$ cat config.mk
export PLATFORM = sky130hd
export DESIGN_NAME = jump_ctrl
export DESIGN_NICKNAME = d
export VERILOG_FILES = /design/src/rtl/jump_ctrl_pkg.sv /design/src/rtl/jump_ctrl_sat_counter.sv /design/src/rtl/jump_ctrl.sv
export SDC_FILE = /design/constraint.sdc
export NUM_CORES = 1
export LEC_CHECK = 0
export ABC_CLOCK_PERIOD_IN_PS = 1500
export BUFFER_PORTS_ARGS = -buffer_cell sky130_fd_sc_hd__buf_2
export CORE_UTILIZATION = 44
export DETAILED_ROUTE_END_ITERATION = 8
export PLACE_DENSITY = 0.81
export SKIP_CTS_REPAIR_TIMING = 1
export SLEW_MARGIN = 20
export SYNTH_ARGS = -nofsm -noshare
export SYNTH_HDL_FRONTEND = slang
export SYNTH_SLANG_ARGS = --single-unit
$ cat constraint.sdc
create_clock -name clk -period 1.5 [get_ports clk]
set_input_delay 0.225 -clock clk [delete_from_list [all_inputs] [get_ports clk]]
set_output_delay 0.225 -clock clk [all_outputs]
set_load 0.05 [all_outputs]
$ cat src/rtl/jump_ctrl_pkg.sv
// Shared constants for the jump controller and flag-mux path: state
// encodings, default widths and the branch-condition rule.
package jump_ctrl_pkg;

  typedef enum logic [1:0] {
    BOOT  = 2'b00,
    RUN   = 2'b01,
    FLUSH = 2'b10,
    HALT  = 2'b11
  } state_t;

  localparam int unsigned DEF_AW = 8;
  localparam int unsigned DEF_CW = 8;

  // A selected flag word means "condition true" when any bit is set.
  function automatic logic cond_true(input logic [3:0] jmp);
    return (jmp != 4'b0000);
  endfunction

endpackage

$ cat src/rtl/jump_ctrl_sat_counter.sv
// Saturating up-counter: counts inc pulses while en is high and sticks at
// all-ones instead of wrapping.
module sat_counter
  import jump_ctrl_pkg::*;
#(
  parameter int unsigned CW = DEF_CW
) (
  input  logic          clk,
  input  logic          rst,
  input  logic          en,
  input  logic          inc,
  output logic [CW-1:0] cnt
);

  // Increment on enabled inc pulses, hold once the maximum is reached.
  always_ff @(posedge clk or posedge rst) begin
    if (rst) begin
      cnt <= '0;
    end else if (en && inc && (cnt != '1)) begin
      cnt <= cnt + CW'(1);
    end
  end

endmodule

$ cat src/rtl/jump_ctrl.sv
// Program-counter sequencer: advances pc, redirects on taken branches with
// a one-cycle flush bubble, halts on request, and counts taken branches.
module jump_ctrl
  import jump_ctrl_pkg::*;
#(
  parameter int unsigned    AW       = DEF_AW,
  parameter logic [AW-1:0]  RESET_PC = '0,
  parameter int unsigned    CW       = DEF_CW
) (
  input  logic          clk,
  input  logic          rst,
  input  logic          en,
  input  logic          br_valid,
  input  logic          br_uncond,
  input  logic [AW-1:0] br_target,
  input  logic [3:0]    jmp,
  input  logic          halt_req,
  output logic [AW-1:0] pc,
  output logic          pc_valid,
  output logic          flush,
  output logic [CW-1:0] taken_cnt,
  output logic [1:0]    state
);

  state_t st;
  logic   taken;
  logic   taken_inc;

  // Branch resolution; only meaningful while in RUN.
  always_comb begin
    taken     = br_valid & (br_uncond | cond_true(jmp));
    taken_inc = (st == RUN) & ~halt_req & taken;
  end

  assign state = st;

  // Sequencer FSM with registered pc, pc_valid and flush.
  always_ff @(posedge clk or posedge rst) begin
    if (rst) begin
      st       <= BOOT;
      pc       <= RESET_PC;
      pc_valid <= 1'b0;
      flush    <= 1'b0;
    end else if (en) begin
      case (st)
        BOOT: begin
          st       <= RUN;
          pc       <= RESET_PC;
          pc_valid <= 1'b1;
          flush    <= 1'b0;
        end
        RUN: begin
          if (halt_req) begin
            st       <= HALT;
            pc_valid <= 1'b0;
            flush    <= 1'b0;
          end else if (taken) begin
            st       <= FLUSH;
            pc       <= br_target;
            pc_valid <= 1'b0;
            flush    <= 1'b1;
          end else begin
            pc       <= pc + AW'(1);
            pc_valid <= 1'b1;
            flush    <= 1'b0;
          end
        end
        FLUSH: begin
          st       <= RUN;
          pc_valid <= 1'b1;
          flush    <= 1'b0;
        end
        HALT: begin
          pc_valid <= 1'b0;
          flush    <= 1'b0;
        end
        default: begin
          st       <= BOOT;
          pc       <= RESET_PC;
          pc_valid <= 1'b0;
          flush    <= 1'b0;
        end
      endcase
    end
  end

  sat_counter #(.CW(CW)) u_taken_cnt (
    .clk (clk),
    .rst (rst),
    .en  (en),
    .inc (taken_inc),
    .cnt (taken_cnt)
  );

endmodule

======== After elaboration in Yosys (flattened, before gate mapping) ========
Index checks and enable logic that the tools add are counted.
storage, ports and cells
  register bits after elaboration ......... 20
  bits of input ports ..................... 18
  output and inout port bits .............. 20
  word-level logic and storage cells ...... 40
operators by class
  $add $sub $neg .......................... 2
  equality and inequality tests ........... 6
  mux-type cells .......................... 12
  bitwise operators ....................... 5
  reductions and logical operators ........ 10
operators with widths
  operator                                                                number
  8-bit by 1-bit adder with 8-bit output (second input constant)          2
  8-bit 2-to-1 mux                                                        2
  8-bit one-hot mux with 2 select lines                                   1
  8-bit != test (second input constant)                                   1
  3-bit AND reduction                                                     2
  2-bit equality test (second input constant)                             2
  1-bit 2-to-1 mux                                                        4
  2-bit 2-to-1 mux                                                        2
  2-bit one-hot mux with 2 select lines                                   1
  2-bit nonzero test                                                      2
  4-bit nonzero test                                                      1
  1-bit bitwise AND                                                       3
  3-bit != test (second input constant)                                   1
  1-bit one-hot mux with 3 select lines                                   1
  3-bit OR reduction                                                      1
  2-bit by 1-bit equality test with 1-bit output (second input constant)  1
  1-bit logical AND                                                       2
  2-bit zero test                                                         1
  2-bit != test (second input constant)                                   1
  1-bit one-hot mux with 2 select lines                                   1
  2-bit OR reduction                                                      1
  1-bit NOT                                                               1
  1-bit OR                                                                1

======== Logic depth before layout (Yosys ltp) ========
Gate-level depths: netlist (run 1).
  word-level depth ........................ 6
  depth in mapped cells ................... 5
  depth with buffers taken out ............ 5

======== Modules after synthesis ========
A second synthesis (run 1) with hierarchy kept.
unflattened totals
  cell total of the unflattened synthesis .. 115
  area total of the unflattened synthesis .. 1122.3 um2
by module, submodules not included
  module       times used  cells each  area an instance (um2)  sequential area each (um2)
  jump_ctrl    1           76          689.4                   300.3
  sat_counter  1           39          432.9                   200.2

======== Worst setup path after synthesis (run 1) ========
No wires, ideal clock.
  path kind ............................... reg2reg
  start ................................... register st[0] (netlist: state[0])
  end ..................................... register u_taken_cnt.cnt[1]
  library setup time ...................... 0.128 ns
  arrival ................................. 1.747 ns
  required time ........................... 1.372 ns
  path slack .............................. -0.374 ns
  stages on the path, launching flop included .. 5
  buffers on the path ..................... 0
  period minus slack after synthesis ...... 1.874 ns
  path through ............................ dfrtp_1 > and4bb_2 > o311ai_4 > nor2_1 > mux2_1
on the way
  longest elaborated chain between the ends .. 5
ends and longest elaborated chain
  item                                            line                         RTL
  start: declaration                              jump_ctrl.sv:25              state_t st;
  start signal: assignment                        jump_ctrl.sv:40              st <= BOOT;
  start signal: assignment                        jump_ctrl.sv:47              st <= RUN;
  start signal: assignment                        jump_ctrl.sv:54              st <= HALT;
  2-bit by 1-bit equality test with 1-bit output  jump_ctrl.sv:32              taken_inc = (st == RUN) & ~halt_req & taken;
  1-bit bitwise AND (2 in a row)                  jump_ctrl.sv:32
  1-bit logical AND (2 in a row)                  jump_ctrl_sat_counter.sv:19  end else if (en && inc && (cnt != '1)) begin
  end signal: assignment                          jump_ctrl_sat_counter.sv:20  cnt <= cnt + CW'(1);
  end: declaration                                jump_ctrl_sat_counter.sv:12  output logic [CW-1:0] cnt
No other way between the ends.
A chain may end at the register's enable or synchronous reset.

======== Worst setup path in the final report (run 1) ========
  start ................................... register st[1] (netlist: state[1])
  end ..................................... register u_taken_cnt.cnt[7]
The elaborated chain is that of the path after synthesis.

==> flow_summary_export.csv, run 1 <==
group,metric,value,unit
final_layout,drive_above_1_share,52.15,%
clock_tree,clock-sinks,20,
clock_tree,cts_buffer_depth,2,
placed_design,portBuffers,37,
logic_synthesis,yosysWarnings,0,
timing,rsz0062_at_grt,"true",
logic_synthesis,synth_area,0.001094,sq mm
final_layout,final_cells,191,
logic_synthesis,synthCells,107,
pwr,ir_worst_vdd,1199,uV
final_layout,final_cell_mix,"buf_2 (37), buf_4 (17), nand3_1 (13)",
pwr,p_int,1.091,mW
drt,wl_met1,1197,um
min_path,hp-class,"input pin to flip-flop",
floorplan,die_w,51.86,um
placed_design,placed_cell_area,0.001438,sq mm
floorplan,ios,38,
logic_synthesis,synth-seq-cells,20,
run_status,status,"finished, violations left",
drt,drcViolationCount,0,
clock_tree,clkTransAtPathRegs,0.11,ns
critical_path,r2r_end,"u_taken_cnt.cnt[7]",
drt,met3_length,141,um
critical_path,required,1.72,ns
placed_design,pre_cts_ws,-0.2747,ns
timing,hold_violations,0,
floorplan,core-area,0.002276,sq mm
grt,grt_pass1_vias,1092,
pwr,p_comb_share,47.5,%
drt,drt-total-wl,2849,um
drt,viasPerCell,5.969,
flow_run,cap_violations,0,
pwr,leakagePower,0.7212,nW
pwr,p_switching,1.026,mW
final_layout,area_growth,44.39,%
critical_path,cp-start-kind,"flip-flop",
min_path,hold_path_depth,3,
run_status,violations,"setup timing",
drt,num_vias,1140,
logic_synthesis,synth_nets,127,
timing,fmax,0.6392,GHz
final_layout,finalNetCount,184,
clock_tree,root_buffer,"clkbuf_4",
clock_tree,cts_tree,"yes",
placed_design,dp.cells,184,
final_layout,fin_area,0.001579,sq mm
critical_path,r2r-start,"state[1]",
timing,slew_viol_final,0,
critical_path,reg2regPathDepth,4,
drt,maxUsedRoutingLayer,"met4",
pwr,pwr-share-clk,12.5,%
critical_path,critical_path_arrival,1.79,ns
clock_tree,cts_made_buffers,3,
drt,wl_per_cell,14.92,um
critical_path,cp_max_fo,8,
pwr,power_density,1341,mW/mm^2
timing,setup_slack,-0.06453,ns
grt,grt_usage,23.58,%
timing,setup_viol,4,
critical_path,critPathKind,"flip-flop to flip-flop",
logic_synthesis,ys_seq_area_share,45.77,%
critical_path,rrSetupSlack,-0.06,ns
logic_synthesis,async_flop_share,100.0,%
drt,ant_nets,0,
clock_tree,clock_latency,0.30,ns
floorplan,die_h,51.86,um
drt,drt_iter0_drc,24,
logic_synthesis,synth_edf_count,0,
timing,skew,0.007123,ns
floorplan,start_util,48.05,%
floorplan,fp-row-count,17,
critical_path,end_kind,"flip-flop",
final_layout,layout_commonest_cell,"buf_2",
timing,tightest_slew,0.5855,ns
logic_synthesis,ys_types,36,
clock_tree,htreeDepth,1,
final_layout,n_fill_cell,189,
min_path,hp-start,"br_target[1]",
grt,overflow,0,
logic_synthesis,synth-main-ff-cell,"dfrtp_1",
placed_design,place.gp.congestion,0.7955,
grt,grt_max_degree,21,
timing,slew-limit-headroom,60.87,%
grt,antenna_found_initial,0,
floorplan,die-area,0.002689,sq mm
grt,grt_first_pass_wirelength,4629,um
drt,wl_met2,1449,um
logic_synthesis,avgSynthCellArea,10.22,sq um
min_path,hold_end,"pc[1]",
placed_design,place_hpwl,2085,um
final_layout,antenna_cells,0,
pwr,swShare,48.46,%
pwr,p_seq_share,40.0,%
timing,period_share,104.3,%
drt,drtPass1Iterations,4,
timing,period_needed,1.565,ns
Yosys cell counts, types with 3 or more instances:
cell     count  area, sq um
a31oi_1      3        18.77
xor2_1       5        43.79
inv_1        3        11.26
dfrtp_1     20        500.5
nand4_1      6        37.54
nor2_1       5        18.77
nand3_1     13        65.06
or4_1        4        30.03
mux2i_1      3        30.03
nor3_1       3        15.01
nand2_1      9        33.78
a32oi_1      4        35.03
layer usage:
metal / global-route usage, % / vias to the layer above
li1: - / 533
met1: 25.65 / 560
met2: 42.52 / 40
met3: 3.216 / 7
met4: 14.41 / 0
met5: 0 / -
area by class of cell:
cell class / instances / area [sq um] / share of cell area (%)
Inverter: 3 / 11.26 / 0.7132
Multi-Input combinational cell: 80 / 659.4 / 41.76
Tap cell: 28 / 35.03 / 2.219
Timing Repair Buffer: 56 / 334.1 / 21.16
Clock buffer: 4 / 26.28 / 1.664
Sequential cell: 20 / 513.0 / 32.49
worst max-delay path by stage:
stage                   from                  to  slack (ns)  cells after the start
finish              state[1]  u_taken_cnt.cnt[7]       -0.06                      4
global route        state[1]  u_taken_cnt.cnt[7]       -0.16                      4
CTS                 state[1]  u_taken_cnt.cnt[4]       -0.22                      5
detailed placement    jmp[3]               pc[4]       -0.27                      5
global placement      jmp[3]               pc[4]       -0.24                      5
floorplan           state[1]  u_taken_cnt.cnt[4]       -0.17                      4
worst max-delay path, stage by stage, from the launching register on:
cell	delay, ns
dfrtp_2	0.42
and4bb_2	0.33
o311ai_4	0.19
nor4_2	0.36
xor2_1	0.18
power by group through the flow:
stage	clock [mW]	sequential [mW]	combinational (mW)
global placement	0	0.852	0.905
detailed placement	0	0.861	0.933
CTS	0.276	0.851	0.935
floorplan	0	1.29	0.206
global route	0.290	0.861	1.06
finish	0.264	0.846	1.01
state kept, by name (all words and copies together) (netlist names):
signal / flops
flush: 1
pc: 8
pc_valid: 1
state: 2
u_taken_cnt.cnt: 8
metrics by stage:
stage	hold WS [ns]	power, mW	utilization, %	setup TNS [ns]
global route	0.1667	2.214	69.38	-0.6925
finish	0.1721	2.117	69.38	-0.1913
global placement	0.2560	1.756	63.17	-1.526
floorplan	0.1881	1.501	-	-1.071
CTS	-0.06847	2.062	64.32	-1.065
detailed placement	0.2628	1.794	63.17	-2.240
cells by family after synthesis:
kind of cell,after synthesis,synth area share (%)
XOR/XNOR,5,4.004
flip-flops,20,45.77
AO/OA/AOI/OAI,18,13.73
AND/OR/NAND/NOR,50,26.09
adder cells (fa/ha/maj),2,2.288
multiplexers,5,4.805
buffers and inverters,7,3.318
No activity file was read; power rests on OpenSTA's default activity.
==> run 2, diff against run 1 <==
--- a/config.mk
+++ b/config.mk
@@ -9,7 +9,7 @@
 export BUFFER_PORTS_ARGS = -buffer_cell sky130_fd_sc_hd__buf_2
 export CORE_UTILIZATION = 44
 export DETAILED_ROUTE_END_ITERATION = 8
-export PLACE_DENSITY = 0.81
+export PLACE_DENSITY = 0.8
 export SKIP_CTS_REPAIR_TIMING = 1
 export SLEW_MARGIN = 20
 export SYNTH_ARGS = -nofsm -noshare
==> flow_summary_export.csv, run 2 (same netlist as run 1, synthesis figures left out) <==
group,metric,value,unit
floorplan,die-area,0.002689,sq mm
timing,setup_slack,-0.06268,ns
critical_path,slowest_delay,0.42,ns
critical_path,cp.depth,4,
drt,viasPerCell,5.845,
pwr,p_int,1.109,mW
timing,hold_violations,0,
timing,slew_viol_final,0,
timing,setup_viol,4,
timing,tightest_slew,0.5483,ns
critical_path,crit_path_start,"state[1]",
floorplan,ios,38,
drt,num_vias,1134,
critical_path,cp_num_buf_inv,0,
critical_path,cp_max_fo,8,
critical_path,r2r-start,"state[1]",
final_layout,area_growth,43.82,%
pwr,p_seq_share,39.4,%
critical_path,cpLargestDelayFamily,"simple AND/OR/NAND/NOR gates",
critical_path,r2r_end,"u_taken_cnt.cnt[1]",
final_layout,post-route-util,69.10,%
clock_tree,cts_buffer_depth,2,
floorplan,start_util,48.05,%
drt,wl_per_cell,14.89,um
clock_tree,clock-sinks,20,
placed_design,dp.cells,184,
critical_path,worstPathCellList,"and4bb_2 -> o311ai_4 -> nor2_2 -> mux2_4",
final_layout,antenna_cells,0,
final_layout,final_cell_mix,"buf_2 (37), buf_4 (21), nand3_1 (13)",
critical_path,reg2regPathDepth,4,
pwr,swShare,47.89,%
pwr,ir_worst_vdd,1274,uV
timing,rsz0062_at_grt,"true",
final_layout,drive_above_1_share,51.81,%
min_path,hp-class,"input pin to flip-flop",
drt,drt-total-wl,2889,um
timing,period_share,104.2,%
final_layout,final_cells,194,
clock_tree,cts_tree,"yes",
flow_run,cap_violations,0,
pwr,power.total,2.128,mW
placed_design,place.gp.congestion,0.7895,
grt,grt_max_degree,21,
critical_path,critPathKind,"flip-flop to flip-flop",
drt,drtPass1Iterations,4,
pwr,pwr-share-clk,12.4,%
critical_path,end_kind,"flip-flop",
grt,overflow,0,
drt,drt_iter0_drc,21,
final_layout,layout_commonest_cell,"buf_2",
timing,period_needed,1.563,ns
drt,drcViolationCount,0,
grt,grt_pass1_vias,1092,
critical_path,crit_slowest_cell,"dfrtp_2",
critical_path,cp-start-kind,"flip-flop",
clock_tree,clkTransAtPathRegs,0.11,ns
pwr,leakagePower,0.7292,nW
placed_design,place_hpwl,2082,um
pwr,p_comb_share,48.2,%
run_status,status,"finished, violations left",
floorplan,fp-row-count,17,
pwr,power_density,1353,mW/mm^2
pwr,p_switching,1.019,mW
critical_path,crit_end,"u_taken_cnt.cnt[1]",
critical_path,critical_path_arrival,1.75,ns
clock_tree,htreeDepth,1,
timing,whs,0.1603,ns
floorplan,die_w,51.86,um
critical_path,rrSetupSlack,-0.06,ns
run_status,violations,"setup timing",
clock_tree,cts_made_buffers,3,
drt,ant_nets,0,
timing,slew-limit-headroom,63.36,%
critical_path,required,1.69,ns
clock_tree,clock_latency,0.29,ns
grt,grt_usage,23.84,%
final_layout,finalNetCount,187,
grt,grt_first_pass_wirelength,4809,um
placed_design,portBuffers,37,
floorplan,core-area,0.002276,sq mm
floorplan,die_h,51.86,um
timing,skew,0.004997,ns
timing,fmax,0.6399,GHz
clock_tree,root_buffer,"clkbuf_4",
grt,antenna_found_initial,0,
[run 2: cell count changes in the layout (fill, tap and decap cells not counted), sizes merged]
cell,before,now
buf,55,58
[run 2: worst min path at each step]
stage,startpoint,end,slack (ns),depth (start not counted)
after floorplan,rst,flush,0.19,1
after global placement,rst,flush,0.26,3
after detailed placement,rst,flush,0.27,3
after CTS,rst,u_taken_cnt.cnt[7],-0.06,3
after global routing,br_target[5],pc[5],0.20,3
final,br_target[1],pc[1],0.16,3
[run 2: power groups by stage]
| stage | logic [mW] | registers (mW) | clock network, mW |
|---|---|---|---|
| floorplan | 0.206 | 1.29 | 0 |
| global placement | 0.905 | 0.852 | 0 |
| detailed placement | 0.931 | 0.863 | 0 |
| CTS | 0.932 | 0.853 | 0.272 |
| global route | 1.09 | 0.860 | 0.291 |
| finish | 1.03 | 0.839 | 0.263 |
[run 2: through the flow]
step,setup TNS [ns],cell area [sq um],setup WS (ns)
5_1_grt,-0.6812,1573,-0.1410
3_5_place_dp,-2.131,1438,-0.2714
6_report,-0.1962,1573,-0.06268
3_3_place_gp,-1.533,1438,-0.2367
2_1_floorplan,-1.071,1125,-0.1679
4_1_cts,-0.9830,1464,-0.1929
[run 2: metal layers]
layer	wire length (um)	share of wire (%)	up-vias	global-route usage, %
li1	-	-	535	-
met4	57	2.0	0	9.459
met1	1239	43	558	29.94
met5	0	0	-	0
met3	112	3.9	6	3.216
met2	1479	51	35	40.81
[run 2: worst register-to-register path, delay by kind of cell (launching register included)]
family          cells  cell delay [ns]
simple gates        2             0.53
compound gates      1             0.19
flops               1             0.42
mux                 1             0.33
[run 2: final cells by class]
cell class              count  area (sq um)
clock buffers               4         26.28
repair buffers             59         352.8
flip-flops and latches     20         513.0
well taps                  28         35.03
multi-input cells          80         634.4
inverters                   3         11.26
fillers                   172         703.2
==> run 3, diff against run 2 <==
==> constraint.sdc (replaced) <==
create_clock -name clk -period 1.5 [get_ports clk]
set_input_delay 0.3 -clock clk [delete_from_list [all_inputs] [get_ports clk]]
set_output_delay 0.3 -clock clk [all_outputs]
set_load 0.05 [all_outputs]
==> flow_summary_export.csv, run 3 (same netlist as run 1, synthesis figures left out) <==
group,metric,value,unit
final_layout,ff_latch_area,513.0,sq um
critical_path,required,1.74,ns
floorplan,fp-row-count,17,
critical_path,critPathKind,"flip-flop to flip-flop",
drt,viasPerCell,5.828,
floorplan,die_w,51.86,um
grt,grt_pass1_vias,1057,
timing,period_needed,1.586,ns
drt,wl_per_cell,14.89,um
floorplan,die_h,51.86,um
timing,setup_slack,-0.08555,ns
final_layout,area_growth,45.54,%
timing,period_share,105.7,%
critical_path,end_kind,"flip-flop",
grt,grt.busiest_layer,"met2",
timing,rsz0062_at_grt,"true",
clock_tree,clkTransAtPathRegs,0.12,ns
timing,setup_viol,6,
clock_tree,cts_buffer_depth,2,
timing,whs,-0.006446,ns
critical_path,cp-start-kind,"flip-flop",
pwr,leakagePower,0.7531,nW
pwr,ir_worst_vdd,1362,uV
clock_tree,cts_tree,"yes",
floorplan,die-area,0.002689,sq mm
drt,ant_nets,0,
grt,gr-usage-met3,4.094,%
drt,num_vias,1119,
timing,tightest_slew,0.3591,ns
grt,overflow,0,
grt,antenna_found_initial,0,
placed_design,place.gp.congestion,0.8083,
critical_path,reg2regPathDepth,5,
floorplan,start_util,48.05,%
final_layout,post-route-util,69.93,%
final_layout,layout_commonest_cell,"buf_2",
final_layout,n_fill_cell,170,
placed_design,placed_cell_area,0.001430,sq mm
timing,skew,0.007486,ns
timing,slew_viol_final,0,
final_layout,final_cell_mix,"buf_2 (37), buf_4 (19), nand3_1 (13)",
grt,grt_max_degree,21,
final_layout,drive_above_1_share,53.05,%
final_layout,fin_area,0.001592,sq mm
placed_design,pre_cts_ws,-0.2786,ns
grt,use_met1,28.28,%
run_status,status,"finished, violations left",
grt,met2_usage,39.74,%
pwr,power.total,2.290,mW
placed_design,dp.cells,183,
drt,drt-total-wl,2858,um
clock_tree,clock-sinks,20,
final_layout,finalNetCount,185,
floorplan,core-area,0.002276,sq mm
floorplan,ios,38,
clock_tree,htreeDepth,1,
drt,drcViolationCount,0,
timing,hold_violations,3,
critical_path,cp_max_fo,8,
final_layout,multiInputGateArea,640.6,sq um
timing,fmax,0.6307,GHz
timing,slew-limit-headroom,75.99,%
grt,grt_usage,22.91,%
min_path,hp-class,"input pin to async pin",
critical_path,critical_path_arrival,1.82,ns
clock_tree,clock_latency,0.30,ns
drt,drt_iter0_drc,26,
flow_run,cap_violations,0,
placed_design,portBuffers,37,
clock_tree,cts_made_buffers,3,
final_layout,antenna_cells,0,
drt,drtPass1Iterations,7,
pwr,power_density,1439,mW/mm^2
clock_tree,root_buffer,"clkbuf_4",
placed_design,place_hpwl,2019,um
timing,tns,-0.3284,ns
run_status,violations,"hold timing, setup timing",
final_layout,final_cells,192,
grt,grt_first_pass_wirelength,4595,um
run 3: power by group:
group / total [mW] / internal (mW) / switching [mW]
registers: 0.844 / 0.681 / 0.163
logic: 1.00 / 0.307 / 0.696
clock network: 0.443 / 0.270 / 0.173
total: 2.29 / 1.26 / 1.03
run 3: worst paths after layout:
check	from	to	slack [ns]
worst max register to register	state[1]	u_taken_cnt.cnt[4]	-0.09
min in group clk	br_target[1]	pc[1]	0.23
worst min register to register	u_taken_cnt.cnt[7]	u_taken_cnt.cnt[7]	0.52
max in group asynchronous	rst	u_taken_cnt.cnt[0]	1.27
worst max-delay path	state[1]	u_taken_cnt.cnt[4]	-0.09
worst min-delay path	rst	u_taken_cnt.cnt[5]	-0.006
run 3: cell type report:
class	instances	area share (%)
inverter	3	0.7075
clock buffer	3	1.415
sequential	20	32.23
timing repair buffer	57	21.30
multi-input combinational	80	40.25
tap	28	2.201
clock inverter	1	1.887
run 3: layer usage:
metal  vias to the layer above  wire, um
met5                         -         0
met4                         0        12
met3                         2       113
met2                        31      1535
met1                       556      1197
li1                        530         -
run 3: critical path: stages, from the launching register on:
cell,delay [ns]
dfrtp_2,0.42
and4bb_2,0.34
o311ai_4,0.10
buf_6,0.16
nor4b_2,0.33
xor2_1,0.17
